### src/rtl/priority_index_decoder.sv
// rtl/priority_index_decoder.sv - expands 8-bit priority codes into one-hot vectors through a small FIFO
//
// Ports:
//   clk, rst              single clock, synchronous active-high reset
//   in_valid/in_ready     producer handshake; in_code is the encoded index
//   out_valid/out_ready   consumer handshake; out_onehot/out_none describe the head entry
//   err_sticky, err_count invalid-code flag and saturating count
//   err_clr               clears both error outputs
module priority_index_decoder #(
    parameter int         DEPTH     = 4,
    parameter logic [7:0] NONE_CODE = 8'hF0
) (
    input  logic        clk,
    input  logic        rst,
    input  logic        in_valid,
    output logic        in_ready,
    input  logic [7:0]  in_code,
    output logic        out_valid,
    input  logic        out_ready,
    output logic [15:0] out_onehot,
    output logic        out_none,
    output logic        err_sticky,
    output logic [7:0]  err_count,
    input  logic        err_clr
);

    localparam int AW = $clog2(DEPTH);
    localparam int CW = AW + 1;
    localparam logic [CW-1:0] FULL = CW'(DEPTH);

    // Each entry holds the already-decoded {none, onehot}.
    logic [16:0]   mem [DEPTH];
    logic [AW-1:0] wr_ptr;
    logic [AW-1:0] rd_ptr;
    logic [CW-1:0] count;

    logic        code_ok;
    logic        accept;
    logic        push;
    logic        pop;
    logic        bad_accept;
    logic [16:0] decoded;

    always_comb begin
        code_ok = (in_code < 8'd16) || (in_code == NONE_CODE);
        decoded = 17'd0;
        if (in_code == NONE_CODE) begin
            decoded = {1'b1, 16'h0000};
        end else begin
            decoded = {1'b0, 16'h0001 << in_code[3:0]};
        end
    end

    // Both handshakes depend only on registered occupancy, so nothing
    // on the output side is combinational from the input side.
    assign in_ready   = (count < FULL);
    assign out_valid  = (count != '0);
    assign accept     = in_valid && in_ready;
    assign push       = accept && code_ok;
    assign bad_accept = accept && !code_ok;
    assign pop        = out_valid && out_ready;

    assign out_onehot = out_valid ? mem[rd_ptr][15:0] : 16'h0000;
    assign out_none   = out_valid ? mem[rd_ptr][16]   : 1'b0;

    always_ff @(posedge clk) begin
        if (rst) begin
            wr_ptr <= '0;
            rd_ptr <= '0;
            count  <= '0;
        end else begin
            if (push) begin
                mem[wr_ptr] <= decoded;
                wr_ptr      <= wr_ptr + 1'b1;
            end
            if (pop) begin
                rd_ptr <= rd_ptr + 1'b1;
            end
            case ({push, pop})
                2'b10:   count <= count + 1'b1;
                2'b01:   count <= count - 1'b1;
                default: count <= count;
            endcase
        end
    end

    // A clear coinciding with a bad code restarts the tally at one
    // rather than losing the new error.
    always_ff @(posedge clk) begin
        if (rst) begin
            err_sticky <= 1'b0;
            err_count  <= 8'd0;
        end else if (err_clr) begin
            err_sticky <= bad_accept;
            err_count  <= bad_accept ? 8'd1 : 8'd0;
        end else if (bad_accept) begin
            err_sticky <= 1'b1;
            if (err_count != 8'hFF) begin
                err_count <= err_count + 8'd1;
            end
        end
    end

endmodule
### config.mk
export PLATFORM = sky130hd
export DESIGN_NAME = priority_index_decoder
export DESIGN_NICKNAME = d
export VERILOG_FILES = /design/src/rtl/priority_index_decoder.sv
export SDC_FILE = /design/constraint.sdc
export NUM_CORES = 1
export LEC_CHECK = 0
export ABC_CLOCK_PERIOD_IN_PS = 2500
export CAP_MARGIN = 10
export CORE_MARGIN = 8
export CORE_UTILIZATION = 43
export DETAILED_ROUTE_END_ITERATION = 16
export HOLD_SLACK_MARGIN = 0.15
export PLACE_DENSITY = 0.68
export REMOVE_ABC_BUFFERS = 1
export SLEW_MARGIN = 40
export SYNTH_ARGS = -nofsm -noshare
export SYNTH_HDL_FRONTEND = slang
export SYNTH_SLANG_ARGS = --single-unit
### constraint.sdc
create_clock -name clk -period 2.5 [get_ports clk]
set_clock_uncertainty 0.15 [all_clocks]
set_input_delay 0.375 -clock clk [delete_from_list [all_inputs] [get_ports clk]]
set_output_delay 0.375 -clock clk [all_outputs]
set_load 0.01 [all_outputs]
==> results.md, run 1 <==
| Parameter | This run | Unit |
| --- | --- | --- |
| FF+latch count, synth | 86 | - |
| Crit path DAT | 1.89 | ns |
| Yosys warning total | 0 | - |
| Post-layout net count | 330 | - |
| CP peak stage delay | 0.54 | ns |
| Tightest slew margin relative to the limit | 60.9 | % |
| Max Buffers Root-to-Sink | 2 | - |
| Netlist Area Pre-Place | 0.00368 | mm² |
| Minimum setup slack in the final design | 0.0883 | ns |
| Critical path's top delay family | multiplexers | - |
| Number of buffers created by CTS | 9 | - |
| Count of different cell masters after synthesis | 41 | - |
| Result of the run | finished, final reports clean | - |
| Part of the total power dissipated in sequential elements | 56.8 | % |
| GRT overflow | 0 | - |
| Pre-CTS setup slack | -0.437 | ns |
| Post-synthesis async set-or-reset flop share | 0 | % |
| Clock Latency Late Sink | 0.35 | ns |
| Pwr dens | 585 | mW/mm² |
| Syn Inst Count | 241 | - |
| Pint | 0.00205 | W |
| Vias per cell | 5.22 | - |
| Final Hold Fails | 0 | - |
| Worst path slowest cell | mux4_2 | - |
| Diodes inserted | 0 | - |
| GR met1 Demand/Resource | 14.6 | % |
| Hold buffer count at cts | 0 | - |
| Startpoint type of the worst setup path | register | - |
| CP Data Required Time | 1.98 | ns |
| Number of design-rule violations left by the first detailed-router iteration | 93 | - |
| Maximum number of pins on one net before global-route repair | 19 | - |
| DRC viols | 0 | - |
| Chain of cells forming the critical path | buf_12 > mux4_2 > and2_1 > dlygate4sd2_1 | - |
| Number of flops mapped to enable cells by yosys | 68 | - |
| Detailed-route via count | 2193 | - |
| Worst-case vdd ir drop | 267 | µV |
| # Max-Cap Violations | 0 | - |
| Hold/Removal Path Class | reg -> reg | - |
| Multi-input logic area | 0.00123 | mm² |
| Total half-perimeter wirelength after legalization and detailed placement | 4.75 | mm |
| Mean instance size in the synthesized netlist | 15.3 | µm² |
| Top achievable clock speed | 0.415 | GHz |
| Port buffer count | 40 | - |
| Initial Util | 44.5 | % |
| Prevailing post-synth register cell | edfxtp_1 | - |
| Total die area | 0.0118 | mm² |
| Most congested layer reported by global routing | met2 | - |
| Portion of the clock cycle consumed by the worst path in the final layout | 96.5 | % |
| Cell taking the most area after synthesis | edfxtp_1 | - |
| Number of filler cells placed in the layout | 667 | - |
| Worst-path fanout max | 17 | - |
| Final period demand of the worst path | 2.41 | ns |
| Initial antenna violation count | 0 | - |
| Measured slew at the worst slew-check pin | 0.582 | ns |
| Number of pins with negative max-slew slack in the final report | 0 | - |
| Synth-to-layout area growth | 26.3 | % |
| Boundary Pins | 41 | - |
| Setup repair after global routing missed its margin | false | - |
| Chip width | 108 | µm |
| Wire length per cell | 16.7 | µm |
| Ratio of cells with drive above 1 in the final layout | 24.1 | % |
| Combinational share of power | 8.2 | % |
| Sum of negative setup slack | 0 | ns |
| Row count | 33 | - |
| Static leakage | 1.64 | nW |
| Portion of synthesized cell area occupied by the leading cell type | 55.5 | % |
| Number of buffers and inverters on the critical path | 2 | - |
| Cell count after placement | 401 | - |
| Pre-antenna DRT Iters | 4 | - |
| Vias in the first global route | 2205 | - |
| Final Non-Filler Cells | 420 | - |
| Antenna Nets Post-Route | 0 | - |
| CTS tree | yes | - |
| Clock-pin slew on the worst setup and hold paths | 0.10 | ns |
| CP Class | reg -> out | - |
| Total clock sinks | 86 | - |
| Total net switching power | 0.000667 | W |
| Cells taking the most area after synthesis | edfxtp_1, mux4_2, dfxtp_1, and2_1, ha_1 | - |
| Register cell area after layout | 0.00240 | mm² |
| Most used cells in the layout excluding fill and tap cells | edfxtp_1, buf_4, clkdlybuf4s50_1 | - |
| Total global routing track utilization | 12.5 | % |
| Switch share | 24.5 | % |
| H-tree depth | 3 | - |
| Die outline height | 108 | µm |
| Total wire length | 7.00 | mm |
| Sequential fraction of the synthesis area | 65.4 | % |
| Nature of the critical path endpoint | primary output | - |
| Power share of the clock group | 35.0 | % |
| Core Area | 0.00826 | mm² |
| GR Layer Usage met2 | 21.4 | % |
| Master cell of the clock root buffer | clkbuf_8 | - |
| Wire length of the first global-routing pass | 11.2 | mm |
| Final setup viols | 0 | - |
| Final estimated routing congestion in global placement | 0.786 | - |
| Leading cell type in the layout, fill and taps excluded | edfxtp_1 | - |
| Met3 layer usage reported by global route | 2.68 | % |
logic make-up after synthesis:
| logic type | share of synthesized area [%] |
|---|---|
| adders and majority gates | 2.59 |
| AOI/OAI and AO/OA | 4.22 |
| DFF | 65.4 |
| buffers and inverters | 1.91 |
| and+or+nand+nor | 13.4 |
| muxes | 11.5 |
| xor gates and xnor gates | 0.953 |
power by group through the flow:
stage / sequential, W / clock (W) / combinational [W]
after CTS: 0.00154 / 0.000972 / 0.000224
after detailed placement: 0.00158 / 0 / 0.000237
final: 0.00154 / 0.000952 / 0.000222
after floorplan: 0.00158 / 0 / 0.0000972
after global placement: 0.00158 / 0 / 0.000233
after global routing: 0.00155 / 0.00102 / 0.000241
cell type report:
cell class	count	share of cell area (%)
Sequential cell	86	51.8
Inverter	9	0.728
Tap cell	105	2.83
Clock buffer	9	2.67
Clock inverter	7	1.64
Multi-Input combinational cell	137	26.5
Timing Repair Buffer	67	13.9
flip-flops by register name, indices dropped and copies added (netlist names), named ones only:
register / count
mem: 68
err_count: 8
count: 3
rd_ptr: 2
wr_ptr: 2
err_sticky: 1
metal layers:
metal / vias to the layer above / wire (µm) / share of wire (%)
li1: 1059 / - / -
met1: 1085 / 3020 / 43
met2: 39 / 3610 / 51
met3: 10 / 264 / 3.8
met4: 0 / 116 / 1.7
met5: - / 0 / 0
Yosys cell counts (all sizes together) (5+ instances only):
| cell type | n |
|---|---|
| ha | 6 |
| clkbuf | 7 |
| dfxtp | 18 |
| edfxtp | 68 |
| mux4 | 17 |
| inv | 9 |
| nand2 | 7 |
| or4 | 5 |
| and2 | 19 |
| nand2b | 6 |
| nor3 | 6 |
| nor2 | 19 |
worst reg2reg max path: cells and delay by family, from the launching register on:
| kind | cells | cell delay [ns] |
|---|---|---|
| adder cells (fa/ha/maj) | 2 | 0.35 |
| flip-flops | 1 | 0.35 |
| buffers and inverters | 1 | 0.05 |
| AND/OR/NAND/NOR | 3 | 0.97 |
| XOR/XNOR | 1 | 0.07 |
| AO/OA/AOI/OAI | 1 | 0.14 |
stage by stage:
stage	total power [W]	hold WS, ns	cell area [µm²]	util [%]
global route	0.00281	0.367	4640	56.2
floorplan	0.00168	0.294	3640	-
global placement	0.00181	0.316	4410	53.5
finish	0.00272	0.330	4640	56.2
CTS	0.00274	0.337	4620	55.9
detailed placement	0.00181	0.317	4410	53.5
worst paths after layout:
kind,depth (start not counted),to,slack (ns),startpoint
worst max register to register,8,count[2],0.36,count[2]
worst min-delay path,2,err_sticky,0.33,err_sticky
worst min register to register,2,err_sticky,0.33,err_sticky
worst max-delay path,4,out_onehot[8],0.09,register
what timing repair did:
item	4_1_cts	5_1_grt
resized for setup	25	3
setup buffers	2	1
setup endpoints to repair	18	2
pin swaps	6	5
Power figures use the tool's default switching activity.
==> inputs of run 2 (changes only) <==
- ABC_CLOCK_PERIOD_IN_PS: 2500 -> 1950
- clock period: 2.5 -> 1.95 ns (I/O delays scaled with it)
==> run 2 against run 1 <==
The run now ends with negative setup slack left. First-iteration DRC count down 27%. Cell count grew 4.0%. Highest routed layer unchanged. Power increased by 34%. Sequential power rose by 29%.
==> results.md, run 2 (synthesis results as in run 1) <==
| Parameter | This run | Unit |
| --- | --- | --- |
| Number of pins with negative max-slew slack in the final report | 0 | - |
| Crit path DAT | 1.74 | ns |
| Wire length per cell | 17.6 | µm |
| Total die area | 0.0118 | mm² |
| Number of flip-flops in the largest register | 68 | - |
| Number of buffers created by CTS | 9 | - |
| Hold buffer count at cts | 0 | - |
| Clock Latency Late Sink | 0.35 | ns |
| Vias per cell | 5.27 | - |
| Final Hold Fails | 0 | - |
| Sum of negative setup slack | -3.31 | ns |
| CP peak stage delay | 0.51 | ns |
| Chain of cells forming the critical path | buf_12 > buf_12 > mux4_2 > and2_4 > buf_6 | - |
| Most used cells in the layout excluding fill and tap cells | edfxtp_1, buf_4, buf_6 | - |
| Wire length of the first global-routing pass | 12.4 | mm |
| Master cell of the clock root buffer | clkbuf_8 | - |
| Register cell area after layout | 0.00241 | mm² |
| Antenna Nets Post-Route | 0 | - |
| Result of the run | complete, but fails checks | - |
| Violated checks | negative setup slack | - |
| Number of design-rule violations left by the first detailed-router iteration | 68 | - |
| Total half-perimeter wirelength after legalization and detailed placement | 5.26 | mm |
| Registers with the most flip-flops | mem: 68 flops, err_count: 8 flops, count: 3 flops | - |
| Static leakage | 1.74 | nW |
| Measured slew at the worst slew-check pin | 0.467 | ns |
| Cell repeated most along the worst path | buf_12 | - |
| CTS tree | yes | - |
| Number of filler cells placed in the layout | 672 | - |
| DRC viols | 0 | - |
| Post-layout net count | 347 | - |
| Portion of the clock cycle consumed by the worst path in the final layout | 112 | % |
| Final estimated routing congestion in global placement | 0.795 | - |
| # Max-Cap Violations | 0 | - |
| GRT overflow | 0 | - |
| Initial Util | 44.5 | % |
| Hold/Removal Path Class | in -> reg | - |
| Total global routing track utilization | 14.0 | % |
| Final Power | 0.00365 | W |
| Total wire length | 7.71 | mm |
| CP Data Required Time | 1.51 | ns |
| Nature of the critical path endpoint | primary output | - |
| Maximum number of pins on one net before global-route repair | 18 | - |
| Final setup viols | 28 | - |
| H-tree depth | 3 | - |
| Pre-antenna DRT Iters | 4 | - |
| Initial antenna violation count | 0 | - |
| Tightest slew margin relative to the limit | 68.6 | % |
| Worst-case vdd ir drop | 332 | µV |
| Boundary Pins | 41 | - |
| Vias in the first global route | 2437 | - |
| Startpoint type of the worst setup path | register | - |
| Top achievable clock speed | 0.458 | GHz |
| Port buffer count | 40 | - |
| Leading cell type in the layout, fill and taps excluded | edfxtp_1 | - |
| Detailed-route via count | 2302 | - |
| Multi-input logic area | 0.00130 | mm² |
| Chip width | 108 | µm |
| Minimum setup slack in the final design | -0.232 | ns |
| Die outline height | 108 | µm |
| Setup repair after global routing missed its margin | true | - |
| Reg with most FFs | mem | - |
| Diodes inserted | 0 | - |
| Synth-to-layout area growth | 33.5 | % |
| Worst path slowest cell | mux4_2 | - |
| Max Buffers Root-to-Sink | 2 | - |
| CP Class | reg -> out | - |
| Total clock sinks | 86 | - |
| Ratio of cells with drive above 1 in the final layout | 40.4 | % |
| Worst-path fanout max | 6 | - |
| Row count | 33 | - |
| Pwr dens | 745 | mW/mm² |
| Core Area | 0.00826 | mm² |
| Final period demand of the worst path | 2.18 | ns |
| Clock-pin slew on the worst setup and hold paths | 0.10 | ns |
[run 2: cell types whose count changed in the layout (fill, tap and decap cells not counted), moves of 2 or more]
cell / before / now
clkdlybuf4s50_1: 20 / 14
nor3b_4: 0 / 2
inv_8: 3 / 1
nor3b_2: 4 / 2
buf_6: 0 / 21
dlygate4sd2_1: 19 / 2
clkdlybuf4s15_1: 0 / 3
and2_4: 0 / 15
buf_4: 22 / 33
and2_1: 19 / 4
buf_2: 0 / 4
[run 2: worst paths after layout]
kind	start	end	slack [ns]	cells past startpoint
max	register	out_onehot[7]	-0.23	5
max reg2reg	count[2]	count[2]	-0.07	8
min	in_code[3]	mem[3][2]	0.23	3
min reg2reg	err_sticky	err_sticky	0.33	2
[run 2: routing by layer]
metal | global-route usage [%] | routed length (µm)
met1 | 16.2 | 3230
met2 | 23.5 | 4010
met3 | 2.56 | 242
met4 | 8.80 | 222
met5 | 0 | 0
[run 2: power breakdown]
group | total [W] | internal, W | switching (W)
clock network | 0.00132 | 0.000623 | 0.000694
logic | 0.000357 | 0.000204 | 0.000153
registers | 0.00198 | 0.00197 | 0.00000856
[run 2: through the flow]
stage	worst slack (ns)	hold slack (ns)	instance area [µm²]	cells	utilization, %
2_1_floorplan	-0.657	0.212	3640	232	-
3_3_place_gp	-0.801	0.313	4490	415	54.4
3_5_place_dp	-0.855	0.321	4490	415	54.4
4_1_cts	-0.274	0.210	4840	437	58.6
5_1_grt	-0.295	0.217	4910	437	59.4
6_report	-0.232	0.227	4910	437	59.4
[run 2: repair_timing]
item / CTS / global route
gates resized for setup: 121 / 28
setup endpoints to repair: 90 / 70
setup buffers: 4 / 2
cloned: 2 / 0
pin swaps: 28 / 11
[run 2: worst max-delay path, delay by kind of cell, from the launching register on]
| family | cells | cell delay (ns) |
|---|---|---|
| multiplexers | 1 | 0.51 |
| AND/OR/NAND/NOR | 1 | 0.16 |
| buffers and inverters | 3 | 0.34 |
| flip-flops | 1 | 0.38 |
[run 2: layout make-up]
class,instances,share of cell area [%]
clock inverters,7,1.86
flip-flops and latches,86,49.1
multi-input cells,137,26.5
well taps,105,2.68
clock buffers,9,2.52
inverters,9,0.689
repair buffers,84,16.7
